`config.mk`:
```
export PLATFORM = sky130hd
export DESIGN_NAME = pipeline_ctrl
export DESIGN_NICKNAME = d
export VERILOG_FILES = /design/src/rtl/pipeline_ctrl.sv
export SDC_FILE = /design/constraint.sdc
export NUM_CORES = 1
export LEC_CHECK = 0
export CORE_MARGIN = 2
export CORE_UTILIZATION = 44
export DETAILED_ROUTE_END_ITERATION = 12
export GPL_TIMING_DRIVEN = 0
export PLACE_DENSITY_LB_ADDON = 0.3
export SLEW_MARGIN = 10
export SYNTH_ARGS = -nofsm -noshare
export SYNTH_HDL_FRONTEND = slang
export SYNTH_SLANG_ARGS = --single-unit
```
`constraint.sdc`:
```
create_clock -name clk -period 2.4 [get_ports clk]
set_input_delay 0.36 -clock clk [delete_from_list [all_inputs] [get_ports clk]]
set_output_delay 0.36 -clock clk [all_outputs]
set_load 0.02 [all_outputs]
```
`src/rtl/pipeline_ctrl.sv`:
```
// Hazard controller for an N-stage in-order pipeline: per-stage stall/flush,
// a held fetch redirect, a registered exception flush pulse and saturating counters.
module pipeline_ctrl #(
    parameter int DATA_WIDTH = 32,
    parameter int STAGES     = 5,
    parameter int PREG_WIDTH = 6,
    parameter int LD_DEPTH   = 1,
    parameter int BR_STAGE   = 2,
    parameter int CNT_WIDTH  = 16
) (
    input  logic                           clk,
    input  logic                           rst_n,
    input  logic                           run,
    input  logic [STAGES-1:0]              stage_busy,
    input  logic [1:0]                     src_valid,
    input  logic [2*PREG_WIDTH-1:0]        src_addr,
    input  logic [LD_DEPTH-1:0]            ld_valid,
    input  logic [LD_DEPTH*PREG_WIDTH-1:0] ld_addr,
    input  logic                           br_take,
    input  logic [DATA_WIDTH-1:0]          br_target,
    input  logic                           exc_valid,
    input  logic [DATA_WIDTH-1:0]          exc_target,
    input  logic                           redirect_ready,
    input  logic                           cnt_clr,
    output logic [STAGES-1:0]              stall,
    output logic [STAGES-1:0]              flush,
    output logic                           redirect_valid,
    output logic [DATA_WIDTH-1:0]          redirect_target,
    output logic                           global_flush,
    output logic [CNT_WIDTH-1:0]           stall_cnt,
    output logic [CNT_WIDTH-1:0]           redirect_cnt
);

    logic [PREG_WIDTH-1:0] rs_addr;
    logic [PREG_WIDTH-1:0] rt_addr;
    logic                  load_use;
    logic [STAGES-1:0]     chain;
    logic [STAGES-1:0]     flush_core;
    logic                  br_fire;
    logic                  pend_valid;
    logic [DATA_WIDTH-1:0] pend_target;
    logic                  redirect_fire;
    logic                  stall_inc;

    assign rs_addr = src_addr[PREG_WIDTH-1:0];
    assign rt_addr = src_addr[2*PREG_WIDTH-1:PREG_WIDTH];

    always_comb begin
        load_use = 1'b0;
        for (int k = 0; k < LD_DEPTH; k++) begin
            if (ld_valid[k] &&
                ((src_valid[0] && rs_addr == ld_addr[k*PREG_WIDTH +: PREG_WIDTH]) ||
                 (src_valid[1] && rt_addr == ld_addr[k*PREG_WIDTH +: PREG_WIDTH])))
                load_use = 1'b1;
        end
    end

    // Stalls propagate from the oldest stage back toward fetch; a load-use
    // interlock holds only decode and fetch so the load itself keeps moving.
    always_comb begin
        chain = '0;
        chain[STAGES-1] = stage_busy[STAGES-1];
        for (int i = STAGES-2; i >= 0; i--) begin
            chain[i] = stage_busy[i] | chain[i+1] | ((i <= 1) ? load_use : 1'b0);
        end
    end

    assign br_fire = run & br_take & ~chain[BR_STAGE];

    always_comb begin
        flush_core = '0;
        flush_core[STAGES-1] = chain[STAGES-1];
        for (int i = 0; i < STAGES-1; i++) begin
            flush_core[i] = chain[i] & ~chain[i+1];
        end
        if (br_fire) begin
            for (int i = 0; i < BR_STAGE; i++) begin
                flush_core[i] = 1'b1;
            end
        end
        if (pend_valid)
            flush_core[0] = 1'b1;
    end

    always_comb begin
        stall = chain;
        flush = flush_core;
        if (exc_valid)
            flush = '1;
        if (!run) begin
            stall = '1;
            flush = '1;
        end
    end

    assign redirect_valid = run & (exc_valid | br_fire | pend_valid);
    assign redirect_fire  = redirect_valid & redirect_ready;

    always_comb begin
        redirect_target = pend_target;
        if (exc_valid)
            redirect_target = exc_target;
        else if (br_fire)
            redirect_target = br_target;
    end

    // The pending slot always captures the highest-priority target, so a newer
    // branch or exception replaces a redirect that fetch has not yet taken.
    always_ff @(posedge clk or negedge rst_n) begin
        if (!rst_n) begin
            pend_valid  <= 1'b0;
            pend_target <= '0;
        end else if (redirect_valid) begin
            if (redirect_ready) begin
                pend_valid <= 1'b0;
            end else begin
                pend_valid  <= 1'b1;
                pend_target <= redirect_target;
            end
        end
    end

    always_ff @(posedge clk or negedge rst_n) begin
        if (!rst_n)
            global_flush <= 1'b0;
        else
            global_flush <= exc_valid;
    end

    assign stall_inc = run & chain[0];

    always_ff @(posedge clk or negedge rst_n) begin
        if (!rst_n) begin
            stall_cnt    <= '0;
            redirect_cnt <= '0;
        end else begin
            if (cnt_clr)
                stall_cnt <= '0;
            else if (stall_inc && stall_cnt != '1)
                stall_cnt <= stall_cnt + CNT_WIDTH'(1);

            if (cnt_clr)
                redirect_cnt <= '0;
            else if (redirect_fire && redirect_cnt != '1)
                redirect_cnt <= redirect_cnt + CNT_WIDTH'(1);
        end
    end

endmodule

```
# Word level (Yosys, flattened, before mapping)
# Cells that the tools add are included.
[totals]
elab_cells = 55
reg_bits = 66
out_inout_bits = 76
input_bits = 97
[classes]
n_reduce_logical = 9
eq_ne = 4
add_sub_neg = 2
n_bitwise = 22
mux = 13
[ops]
columns = ["cell", "count"]
rows = [
  ["16-bit 2-to-1 mux", 4],
  ["32-bit 2-to-1 mux", 2],
  ["16-bit by 1-bit adder with 16-bit output, second input constant", 2],
  ["16-bit inequality test, second input constant", 2],
  ["5-bit 2-to-1 mux", 3],
  ["6-bit equality test", 2],
  ["1-bit bitwise AND", 9],
  ["1-bit bitwise OR", 8],
  ["1-bit logical AND", 5],
  ["1-bit inverter", 5],
  ["2-bit nonzero test", 2],
  ["1-bit 2-to-1 mux", 3],
  ["2-bit 2-to-1 mux", 1],
  ["2-bit AND reduction", 1],
  ["1-bit logical OR", 1],
]

# Depth between registers and ports, before layout
[depth]
word_depth = 13
depth_mapped = 9
mapped_depth_nobuf = 7

# Worst setup path before layout
# No wires, ideal clock.
[synth_path]
path_kind = "in2out"
from = "input stage_busy[2]"
to = "output stall[0]"
path_slack_ns = 0.323
required_ns = 2.040
path_stages = 4
n_path_buf = 0
arrival_ns = 1.717
path_cell_list = "or3_1 -> a211oi_1 -> nand2_1 -> or2_2"
[synth_via]
elab_chain_len = 6
[synth_lines]
columns = ["element", "line", "source"]
rows = [
  ["start: declaration", "14", "input logic [STAGES-1:0] stage_busy,"],
  ["1-bit bitwise OR (5 in a row)", "64", "chain[i] = stage_busy[i] | chain[i+1] | ((i <= 1) ? load_use : 1'b0);"],
  ["5-bit 2-to-1 mux", "90", "if (!run) begin"],
  ["end: declaration", "25", "output logic [STAGES-1:0] stall,"],
]
# Every way passes these cells.

# Worst setup path after layout
[layout_path]
from = "input src_addr[11]"
to = "output flush[0]"
[layout_via]
elab_chain_len = 13
word_cells_on_any_way = 14
cone_classes = "eq/ne: 1; mux: 5; bitwise: 5; reduce/logical: 3"
[layout_lines]
columns = ["element", "line", "source"]
rows = [
  ["start: declaration", "16", "input logic [2*PREG_WIDTH-1:0] src_addr,"],
  ["6-bit equality test *", "53", "(src_valid[1] && rt_addr == ld_addr[k*PREG_WIDTH +: PREG_WIDTH])))"],
  ["1-bit logical AND *", "53", ""],
  ["1-bit logical OR *", "52", "((src_valid[0] && rs_addr == ld_addr[k*PREG_WIDTH +: PREG_WIDTH]) ||"],
  ["1-bit logical AND *", "51", "if (ld_valid[k] &&"],
  ["1-bit 2-to-1 mux *", "51", ""],
  ["1-bit bitwise OR (3 in a row)", "64", ""],
  ["1-bit bitwise AND *", "74", "flush_core[i] = chain[i] & ~chain[i+1];"],
  ["2-bit 2-to-1 mux *", "76", "if (br_fire) begin"],
  ["1-bit 2-to-1 mux *", "81", "if (pend_valid)"],
  ["5-bit 2-to-1 mux *", "88", "if (exc_valid)"],
  ["5-bit 2-to-1 mux *", "90", ""],
  ["end: declaration", "26", "output logic [STAGES-1:0] flush,"],
]
# Every way passes the cells marked *; elsewhere a longest branch is shown, timed or not.

==> out/results.tsv <==
metric	value	unit
criticalPathCategory	primary input to primary output	
n_antenna_cell	0	
drt-initial-drc-count	101	
ys_ff_latch	66	
setup_ws	52.4	ps
setup_violations	0	
slowest_delay	480	ps
routabilityCongestion	0.865	
sw_frac_of_total	30.1	%
start_util	45.2	%
synth.distinct_cells	47	
required	2040	ps
startpoint_type	primary input	
cts_made_buffers	9	
final_common_cell	clkdlybuf4s50_1	
dp_hpwl	8860	um
power_frac_comb	31.9	%
path_cells	clkdlybuf4s50_1 > xnor2_1 > nand3_1 > o22ai_2 > a211oi_2 > buf_4 > a211o_1 > buf_2	
fin_worst_skew	11.3	ps
io-pin-count	173	
die_x	101	um
antenna_found_initial	0	
highest_layer	met4	
worst_pin_slew	561	ps
hold_viol_final	0	
area_growth	50.8	%
fin_tns_setup	0	ps
clkTransAtPathRegs	60	ps
arrival	1990	ps
grt.overflow.total	0	
syn_inst	412	
max_slew_margin	62.6	%
die_y	101	um
final-instance-count-excl-fill	737	
cp_num_buf_inv	3	
post-route-drc-count	0	
dp.cells	713	
wl_met2	5990	um
final_area	0.00630	sq mm
p_per_area	534	mW/mm^2
outcome	finished, final reports clean	
maxSlewViolCount	0	
m1WireLength	4950	um
clock-sinks	66	
cts.root.buffer_cell	clkbuf_8	
min_path_type	primary input to flip-flop	
grt_pass1_wl	18300	um
cp_top_family	buffers and inverters	
met3_length	686	um
period_needed	2350	ps
vias	3898	
portBuffers	171	
yosysWarnings	0	
first_global_vias	3784	
grt_use_total	22.2	%
intPower	2.35	mW
postPlaceCellArea	0.00607	sq mm
fin_crit_sh	97.8	%
core	0.00924	sq mm
post_drt_wl_per_cell	16.1	um
yosysSeqAreaShare	39.5	%
fp-row-count	35	
netlist_area	0.00418	sq mm
post_route_cells_drive_above_1_share	21.2	%
syn_nets	511	
postRouteAntennaNets	0	
seq_power_share	41.4	%
leakagePower	2.63	nW
clkPwrFrac	26.7	%
layout.nets	702	
grt_max_degree	35	
die-area	0.0103	sq mm
p_sw	1.01	mW
crit_fanout	2	
totalWireLength	11900	um
end_kind	primary output	
clock_latency	330	ps
max_cap_violations	0	
final_cell_mix	122 x clkdlybuf4s50_1, 66 x dfrtp_1, 52 x nand2_1	
vias_per_cell	5.29	
htree_levels	3	
cts_buffer_depth	2	
cp_slowest_cell	clkdlybuf4s50_1	
vdd_drop_max	298	uV
synth_area_per_cell	10.1	sq um
max_freq	0.426	GHz
first_pass_iters	4	
tritoncts	done	
pre_cts_slack	-744	ps
kinds of logic (layout without fill, tap and decap cells):
family,count (synthesis),after routing,synth area share [%]
multiplexers,70,70,20.6
AND/OR/NAND/NOR,147,147,18.6
adder cells (fa/ha/maj),2,2,0.599
buffers and inverters,35,231,4.85
flip-flops,66,66,39.5
XOR/XNOR,25,25,5.24
AO/OA/AOI/OAI,67,67,10.6
sequential cells by signal (all words and copies together) (netlist names):
signal        flops
global_flush      1
pend_target      32
pend_valid        1
redirect_cnt     16
stall_cnt        16
metrics by stage:
stage / utilization, % / hold slack, ps / power (mW)
after floorplan: - / 64.4 / 2.01
after global placement: 65.5 / 487 / 2.49
after detailed placement: 65.7 / 337 / 2.52
after CTS: 68.5 / 440 / 3.41
after global routing: 68.2 / 260 / 3.55
final: 68.2 / 274 / 3.37
power by group through the flow:
stage	registers [mW]	logic, mW	clock network (mW)
after floorplan	1.38	0.632	0
after global placement	1.40	1.09	0
after detailed placement	1.40	1.12	0
after CTS	1.39	1.09	0.925
after global routing	1.42	1.16	0.980
final	1.39	1.07	0.899
path summary, 6_finish.rpt:
path | slack, ps | start | to | cells after the start
worst max-delay path | 50 | src_addr[11] | flush[0] | 8
worst min-delay path | 270 | exc_valid | global_flush$_DFF_PN0_ | 1
worst max register to register | 150 | stall_cnt[0]$_DFFE_PN0P_ | stall_cnt[1]$_DFFE_PN0P_ | 9
worst min register to register | 510 | pend_target[2]$_DFFE_PN0P_ | pend_target[2]$_DFFE_PN0P_ | 1
max in group asynchronous | 1350 | rst_n | pend_target[24]$_DFFE_PN0P_ | 3
min in group asynchronous | 510 | rst_n | redirect_cnt[8]$_DFFE_PN0P_ | 2
cells in the mapped netlist, drive strengths merged:
cell / n / area share (%)
nor3: 6 / 0.96
o31ai: 8 / 1.8
or3b: 1 / 0.21
clkbuf: 12 / 1.1
dfrtp: 66 / 40
o22ai: 1 / 0.30
nand3: 11 / 1.4
buf: 14 / 3.0
nor2b: 7 / 1.0
nand2: 53 / 4.8
a211o: 1 / 0.21
mux2: 38 / 13
and3: 4 / 0.72
o41ai: 3 / 1.1
or2: 3 / 0.45
o21ai: 37 / 4.4
nand3b: 1 / 0.18
or4b: 2 / 0.48
xnor2: 25 / 5.2
nor2: 24 / 2.2
a21bo: 1 / 0.24
o21bai: 1 / 0.18
or3: 3 / 0.45
mux2i: 32 / 7.7
nand4: 7 / 1.4
nand2b: 3 / 0.45
nor4: 14 / 2.5
ha: 2 / 0.60
a211oi: 1 / 0.18
and4: 1 / 0.21
a2111oi: 1 / 0.66
inv: 9 / 0.81
a21oi: 13 / 1.6
or4: 7 / 1.3
layer usage:
| metal | global-route usage, % | up-vias |
|---|---|---|
| met1 | 28.9 | 1900 |
| met5 | 0 | - |
| met2 | 37.6 | 129 |
| met3 | 4.21 | 17 |
| met4 | 6.96 | 0 |
| li1 | - | 1852 |
worst reg2reg max path: cells and delay by family, from the launching register on:
kind                       cells  cell delay (ps)
buffers and inverters          3              580
AOI/OAI and AO/OA              2              290
adders and majority gates      1              230
and+or+nand+nor                3              620
DFF                            1              450
what timing repair did:
| action | in CTS | in global routing |
|---|---|---|
| hold buffers | 1 | 0 |
| gates cloned | 1 | 0 |
| pin swaps | 6 | 4 |
| gates resized for setup | 204 | 22 |
| hold endpoints to repair | 32 | 0 |
| setup endpoints to repair | 58 | 46 |
| setup buffers | 6 | 0 |
area by class of cell:
type,count,area (sq um)
well taps,129,161
clock buffers,11,131
multi-input cells,311,2360
fillers,728,2940
plain buffers,26,233
flip-flops and latches,66,1650
repair buffers,180,1670
inverters,9,33.8
clock inverters,5,55.1
Note: power is estimated with default switching activity, not from simulation.
